==> config.mk <==
export PLATFORM = sky130hd
export DESIGN_NAME = wb_regfile_flat
export DESIGN_NICKNAME = d
export VERILOG_FILES = /design/src/rtl/asip_pkg.sv /design/src/rtl/wb_regfile_if.sv /design/src/rtl/wb_scoreboard.sv /design/src/rtl/wb_regfile.sv /design/src/flat_wrapper.sv
export SDC_FILE = /design/constraint.sdc
export NUM_CORES = 2
export LEC_CHECK = 0
export BUFFER_PORTS_ARGS = -buffer_cell sky130_fd_sc_hd__buf_4
export CAP_MARGIN = 20
export CORE_ASPECT_RATIO = 1.4
export CORE_MARGIN = 8
export CORE_UTILIZATION = 50
export CTS_CLUSTER_DIAMETER = 40
export DETAILED_ROUTE_END_ITERATION = 12
export HOLD_SLACK_MARGIN = 0.05
export PLACE_DENSITY = 0.66
export RECOVER_POWER = 50
export SLEW_MARGIN = 10
export SYNTH_ARGS = -nofsm -noshare
export SYNTH_HDL_FRONTEND = slang
export SYNTH_SLANG_ARGS = --single-unit
==> constraint.sdc <==
create_clock -name clock -period 3.5 [get_ports clock]
set_input_delay 0.7 -clock clock [delete_from_list [all_inputs] [get_ports clock]]
set_output_delay 0.7 -clock clock [all_outputs]
set_load 0.005 [all_outputs]
==> src/rtl/asip_pkg.sv <==
// Shared ASIP pipeline constants and types used by the writeback-end
// register file and its scoreboard.
package asip_pkg;

    localparam int NREGS  = 32;
    localparam int REG_AW = 5;

    localparam logic [REG_AW-1:0] REG_ZERO = 5'd0;

    localparam logic WD_SEL_ALU = 1'b0;
    localparam logic WD_SEL_MEM = 1'b1;

    typedef logic [REG_AW-1:0] reg_addr_t;
    typedef logic [NREGS-1:0]  busy_vec_t;

    // A register is pending unless its producer is retiring (and bypassed) right now.
    function automatic logic pend(input busy_vec_t busy, input reg_addr_t r,
                                  input logic wr_en, input reg_addr_t rw);
        return busy[r] & ~(wr_en & (rw == r));
    endfunction

endpackage

==> src/rtl/wb_regfile_if.sv <==
// Writeback and decode-side bus of the register file; master drives the
// pipeline signals, slave is the register file.
interface wb_regfile_if #(parameter int N = 32);
    import asip_pkg::*;

    logic            wr_en_wb;
    logic            wd_sel_wb;
    reg_addr_t       rw_wb;
    logic [N-1:0]    alu_result_wb;
    logic [N-1:0]    rd_wb;
    reg_addr_t       ra1;
    reg_addr_t       ra2;
    logic            src_en1;
    logic            src_en2;
    logic            iss_en;
    reg_addr_t       iss_rw;
    logic [N-1:0]    rd1;
    logic [N-1:0]    rd2;
    logic [N-1:0]    wd_wb;
    logic            stall;

    modport master (
        output wr_en_wb, wd_sel_wb, rw_wb, alu_result_wb, rd_wb,
               ra1, ra2, src_en1, src_en2, iss_en, iss_rw,
        input  rd1, rd2, wd_wb, stall
    );

    modport slave (
        input  wr_en_wb, wd_sel_wb, rw_wb, alu_result_wb, rd_wb,
               ra1, ra2, src_en1, src_en2, iss_en, iss_rw,
        output rd1, rd2, wd_wb, stall
    );

endinterface

==> src/rtl/wb_scoreboard.sv <==
// Pending-write scoreboard: tracks registers with an in-flight producer and
// raises the decode stall for operands that are not yet available.
module wb_scoreboard
    import asip_pkg::*;
(
    input  logic      clock,
    input  logic      reset,
    input  logic      iss_en,
    input  reg_addr_t iss_rw,
    input  logic      wr_en_wb,
    input  reg_addr_t rw_wb,
    input  reg_addr_t ra1,
    input  reg_addr_t ra2,
    input  logic      src_en1,
    input  logic      src_en2,
    output logic      stall
);

    busy_vec_t busy_q;
    busy_vec_t busy_d;
    busy_vec_t set_s;
    busy_vec_t clr_s;
    logic      stall_s;

    // Stall decision from the pre-edge busy vector.
    always_comb begin
        stall_s = (src_en1 & pend(busy_q, ra1, wr_en_wb, rw_wb))
                | (src_en2 & pend(busy_q, ra2, wr_en_wb, rw_wb));
    end

    // Set/clear masks; set is OR-ed in after clear so a new producer wins.
    always_comb begin
        if (wr_en_wb && (rw_wb != REG_ZERO)) begin
            clr_s = busy_vec_t'(32'd1) << rw_wb;
        end else begin
            clr_s = '0;
        end
        if (iss_en && !stall_s && (iss_rw != REG_ZERO)) begin
            set_s = busy_vec_t'(32'd1) << iss_rw;
        end else begin
            set_s = '0;
        end
        busy_d = ((busy_q & ~clr_s) | set_s) & ~busy_vec_t'(32'd1);
    end

    // Busy vector state register.
    always_ff @(posedge clock or negedge reset) begin
        if (!reset) begin
            busy_q <= '0;
        end else begin
            busy_q <= busy_d;
        end
    end

    assign stall = stall_s;

endmodule

==> src/rtl/wb_regfile.sv <==
// Writeback-end register file: write-data select, 32-entry commit array and
// two decode read ports with same-cycle write-through bypass.
module wb_regfile
    import asip_pkg::*;
#(
    parameter int N = 32
)(
    input  logic         clock,
    input  logic         reset,
    wb_regfile_if.slave  bus
);

    logic [N-1:0] regs_q [NREGS];
    logic [N-1:0] wd_s;
    logic [N-1:0] rd1_s;
    logic [N-1:0] rd2_s;
    logic         commit_s;
    logic         stall_s;

    // Writeback data select and commit qualification (r0 is never written).
    always_comb begin
        if (bus.wd_sel_wb == WD_SEL_MEM) begin
            wd_s = bus.rd_wb;
        end else begin
            wd_s = bus.alu_result_wb;
        end
        commit_s = bus.wr_en_wb && (bus.rw_wb != REG_ZERO);
    end

    // Register array commit.
    always_ff @(posedge clock or negedge reset) begin
        if (!reset) begin
            for (int i = 0; i < NREGS; i++) begin
                regs_q[i] <= '0;
            end
        end else if (commit_s) begin
            regs_q[bus.rw_wb] <= wd_s;
        end
    end

    // Read ports: r0 reads zero, a retiring write is forwarded before the array.
    always_comb begin
        if (bus.ra1 == REG_ZERO) begin
            rd1_s = '0;
        end else if (bus.wr_en_wb && (bus.rw_wb == bus.ra1)) begin
            rd1_s = wd_s;
        end else begin
            rd1_s = regs_q[bus.ra1];
        end
        if (bus.ra2 == REG_ZERO) begin
            rd2_s = '0;
        end else if (bus.wr_en_wb && (bus.rw_wb == bus.ra2)) begin
            rd2_s = wd_s;
        end else begin
            rd2_s = regs_q[bus.ra2];
        end
    end

    wb_scoreboard u_scoreboard (
        .clock    (clock),
        .reset    (reset),
        .iss_en   (bus.iss_en),
        .iss_rw   (bus.iss_rw),
        .wr_en_wb (bus.wr_en_wb),
        .rw_wb    (bus.rw_wb),
        .ra1      (bus.ra1),
        .ra2      (bus.ra2),
        .src_en1  (bus.src_en1),
        .src_en2  (bus.src_en2),
        .stall    (stall_s)
    );

    assign bus.wd_wb = wd_s;
    assign bus.rd1   = rd1_s;
    assign bus.rd2   = rd2_s;
    assign bus.stall = stall_s;

endmodule

==> src/flat_wrapper.sv <==
// flat-port wrapper written by rule: the top's interface ports become plain ports
module wb_regfile_flat import asip_pkg::*;
#(
    parameter int N = 32
)
  (clock, reset, bus_wr_en_wb, bus_wd_sel_wb, bus_rw_wb, bus_alu_result_wb, bus_rd_wb, bus_ra1, bus_ra2, bus_src_en1, bus_src_en2, bus_iss_en, bus_iss_rw, bus_rd1, bus_rd2, bus_wd_wb, bus_stall);
  wb_regfile_if #(.N(N)) bus_i ();
  input  logic clock;
  input  logic reset;
  input wire logic [$bits(bus_i.wr_en_wb)-1:0] bus_wr_en_wb;
  input wire logic [$bits(bus_i.wd_sel_wb)-1:0] bus_wd_sel_wb;
  input wire logic [$bits(bus_i.rw_wb)-1:0] bus_rw_wb;
  input wire logic [$bits(bus_i.alu_result_wb)-1:0] bus_alu_result_wb;
  input wire logic [$bits(bus_i.rd_wb)-1:0] bus_rd_wb;
  input wire logic [$bits(bus_i.ra1)-1:0] bus_ra1;
  input wire logic [$bits(bus_i.ra2)-1:0] bus_ra2;
  input wire logic [$bits(bus_i.src_en1)-1:0] bus_src_en1;
  input wire logic [$bits(bus_i.src_en2)-1:0] bus_src_en2;
  input wire logic [$bits(bus_i.iss_en)-1:0] bus_iss_en;
  input wire logic [$bits(bus_i.iss_rw)-1:0] bus_iss_rw;
  output wire logic [$bits(bus_i.rd1)-1:0] bus_rd1;
  output wire logic [$bits(bus_i.rd2)-1:0] bus_rd2;
  output wire logic [$bits(bus_i.wd_wb)-1:0] bus_wd_wb;
  output wire logic [$bits(bus_i.stall)-1:0] bus_stall;
  assign bus_i.wr_en_wb = bus_wr_en_wb;
  assign bus_i.wd_sel_wb = bus_wd_sel_wb;
  assign bus_i.rw_wb = bus_rw_wb;
  assign bus_i.alu_result_wb = bus_alu_result_wb;
  assign bus_i.rd_wb = bus_rd_wb;
  assign bus_i.ra1 = bus_ra1;
  assign bus_i.ra2 = bus_ra2;
  assign bus_i.src_en1 = bus_src_en1;
  assign bus_i.src_en2 = bus_src_en2;
  assign bus_i.iss_en = bus_iss_en;
  assign bus_i.iss_rw = bus_iss_rw;
  assign bus_rd1 = bus_i.rd1;
  assign bus_rd2 = bus_i.rd2;
  assign bus_wd_wb = bus_i.wd_wb;
  assign bus_stall = bus_i.stall;
  wb_regfile #(.N(N)) u_core (.clock(clock), .reset(reset), .bus(bus_i));
endmodule
==> results.yml <==
sta:
  fin_skew_ps: 2.67
  grt_setup_unrepaired: "true"
  setup_viol: 19
  fin_ws_ps: -81.7
  period_needed_ps: 3580
  hold_viol: 0
  max_freq_ghz: 0.279
  slew_headroom_pct: -51.4
  drv_slew: 130
  worstMarginPinSlew_ps: 2270
  period_share_pct: 102
clock_network:
  cts_buffers: 118
  path_clk_slew_ps: 60
  cts_sinks: 1055
  cts_max_level: 3
  cts_tree: "built"
  cts_max_path_buffers: 3
  cts-root-buf: "clkbuf_16"
  clock_latency_ps: 720
synth:
  syn_avg_cell_area_um2: 11.7
  yosysTopAreaCell: "dfrtp_1"
  synth_nets: 4821
  ys_ff_latch: 1055
  syn_inst: 4730
  synth_area_um2: 55200
  synthTopCellsByArea: "dfrtp_1 (48%), mux4_2 (25%), a21oi_1 (5.6%), nor2_1 (4.4%), o21ai_0 (3.5%)"
  yosysSeqAreaShare_pct: 47.8
  synth_cell_types: 40
  synth.top_cell.area_share_pct: 47.8
  ys_warn_count: 0
detailed_routing:
  via_per_inst: 6.58
  drtIter0Drc: 4916
  vias: 43100
  drc: 0
  ant_nets: 0
  wirelength_mm: 192
  dr.pass1.iters: 5
  wl_per_cell_um: 29.3
pwr:
  p_total_w: 0.0404
  p_per_area_nw_per_um2: 596
  ir_worst_vdd_mv: 0.490
  pwr-share-comb_pct: 24.5
  p_clk_share_pct: 33.2
  p_switching_w: 0.0119
  sequentialPowerShare_pct: 42.3
  leakagePower_nw: 28.5
  internal-power_w: 0.0284
  switching_share_pct: 29.6
worst_setup_path:
  cp.required_ps: 2800
  slowest_delay_ps: 500
  critPathMaxFanout: 8
  critPathKind: "in2out"
  arrival_ps: 2880
  start_kind: "primary input"
  reg2regPathDepth: 7
  timing.rr.end: "u_core.u_scoreboard.busy_q[1]"
  cp_num_buf_inv: 5
  endpoint_kind: "output pin"
  cp_common_cell: "buf_4"
  reg2reg_from: "u_core.u_scoreboard.busy_q[13]"
  regToRegSetupSlack_ps: 1200
  slowest_stage: "mux4_2"
  critPathTopFamily: "multiplexers"
  crit_chain: "buf_16 -> buf_12 -> buf_4 -> mux4_2 -> mux4_2 -> and2_4 -> a211oi_2 -> buf_4 -> a211oi_2 -> buf_4"
final_layout:
  layout.nets: 5093
  area_growth_pct: 22.8
  fin_area_um2: 67700
  final_layout_size_suffix_gt1_share_pct: 34.0
floorplan:
  fp.dieH_um: 409
  ios: 188
  die_x_um: 297
  rows: 144
  core_um2: 110000
  initial_core_util_pct: 50.3
  die_area_um2: 121000
outcome:
  violations: "capacitance limit, slew limit, setup timing"
  outcome: "finished with violations"
grt:
  antenna_found_initial: 5
  grt_max_degree: 132
  grt_pass1_vias: 44700
  grt_usage_pct: 31.3
  grt-ovfl-total: 0
  grt_first_pass_wirelength_mm: 287
hold_path:
  hp-class: "reg2reg"
  hold_depth: 0
  worstHoldEndpoint: "u_core.regs_q[997]"
  worstHoldStart: "u_core.regs_q[997]"
job:
  maxCapViolCount: 3
placement:
  post-dp-hpwl_mm: 119
  dpl-instance-area_um2: 61300
  place.port_buffers: 187
  gp_congestion: 0.879
[state kept, by name (all words and copies together), names as in the netlist]
register	count
u_core.regs_q	1024
u_core.u_scoreboard.busy_q	31
[per-stage QoR]
| stage | worst slack (ps) | TNS [ps] | instances | utilization [%] | hold WS [ps] |
|---|---|---|---|---|---|
| after floorplan | 146 | 0 | 4730 | - | 404 |
| after global placement | -535 | -18720 | 6251 | 55.8 | 376 |
| after detailed placement | -545 | -18960 | 6251 | 55.8 | 383 |
| after CTS | -132 | -998 | 6538 | 61.5 | 360 |
| after global routing | -134 | -2230 | 6559 | 61.7 | 413 |
| final | -81.7 | -760 | 6559 | 61.7 | 398 |
[logic make-up after synthesis]
| logic type | share of synthesized area, % |
|---|---|
| flip-flops | 47.8 |
| XOR/XNOR | 0.159 |
| AO/OA/AOI/OAI | 11.9 |
| buffers and inverters | 4.54 |
| AND/OR/NAND/NOR | 8.48 |
| multiplexers | 27.0 |
[per-layer routing]
layer | up-vias | routed length (um) | global-route usage (%)
li1 | 17900 | - | -
met1 | 22100 | 69900 | 39.2
met2 | 2537 | 91300 | 50.0
met3 | 659 | 19000 | 7.14
met4 | 0 | 11800 | 18.2
met5 | - | 0 | 0
[worst max path at each step]
| stage | start | to | slack (ps) | depth (start not counted) |
|---|---|---|---|---|
| after floorplan | bus_ra1[0] | bus_rd1[12] | 150 | 7 |
| after CTS | bus_ra1[0] | bus_rd1[29] | -130 | 10 |
| after global routing | u_core.regs_q[527] | bus_rd2[15] | -130 | 7 |
| final | bus_ra1[0] | bus_rd1[19] | -80 | 10 |
| after detailed placement | bus_ra2[0] | bus_rd2[29] | -550 | 12 |
| after global placement | bus_ra2[0] | bus_rd2[29] | -540 | 12 |
[timing repair]
item                                    in CTS  in global routing
hold endpoints to repair                    21                  0
gates cloned                                25                  2
hold buffers                                 1                  0
resized for setup                          188                 82
pin swaps                                   52                 48
endpoints found under the setup margin      65                 57
buffers inserted                            56                 28
[placed cells by master, fill, tap and decap left out, drive strengths merged, types with 29 or more instances in the layout]
cell,Yosys,routed
mux4,624,624
nor2b,49,49
a21oi,614,614
dfrtp,1055,1055
a211oi,162,162
a32o,29,29
o21ai,384,384
buf,128,672
nor2,648,648
clkbuf,415,164
nand2,414,414
mux2i,77,77
inv,41,64
[power by group through the flow]
stage	combinational (W)	sequential, W	clock [W]
after floorplan	0.00644	0.0164	0
after global placement	0.00891	0.0170	0
after detailed placement	0.00917	0.0171	0
after CTS	0.00972	0.0169	0.0135
after global routing	0.0107	0.0173	0.0140
final	0.00990	0.0171	0.0134
[synthesized netlist by cell type]
cell and n:
dfrtp_1 1055, nor2_1 648, mux4_2 624, a21oi_1 614, clkbuf_1 415, nand2_1 414
o21ai_0 384, a211oi_1 162, mux2i_1 77, buf_2 50, nor2b_1 49, inv_1 41
buf_1 30, buf_4 30, a32o_1 29, and2_1 22, buf_6 18, nor3_1 9
mux2_2 8, xor2_1 8, nand2b_1 7, and3_1 4, nand3b_1 4, nand3_1 3
nor4_1 3, or2_2 3, a31o_2 2, and4b_1 2, nor4b_1 2, o211ai_1 2
xnor2_1 2, a2111oi_0 1, a22o_1 1, a22oi_1 1, a32oi_1 1, clkinv_1 1
nand4_1 1, nor3_2 1, o221ai_1 1, o311ai_0 1
[area by class of cell]
class / instances / area, um^2
Clock buffer: 146 / 3250
Multi-Input combinational cell: 3090 / 27600
Tap cell: 1460 / 1830
Timing Repair Buffer: 695 / 7520
Sequential cell: 1055 / 26400
Inverter: 42 / 158
Clock inverter: 70 / 961
Antenna cell: 1 / 2.50
Fill cell: 8323 / 42000
No activity file was read; power rests on OpenSTA's default activity.
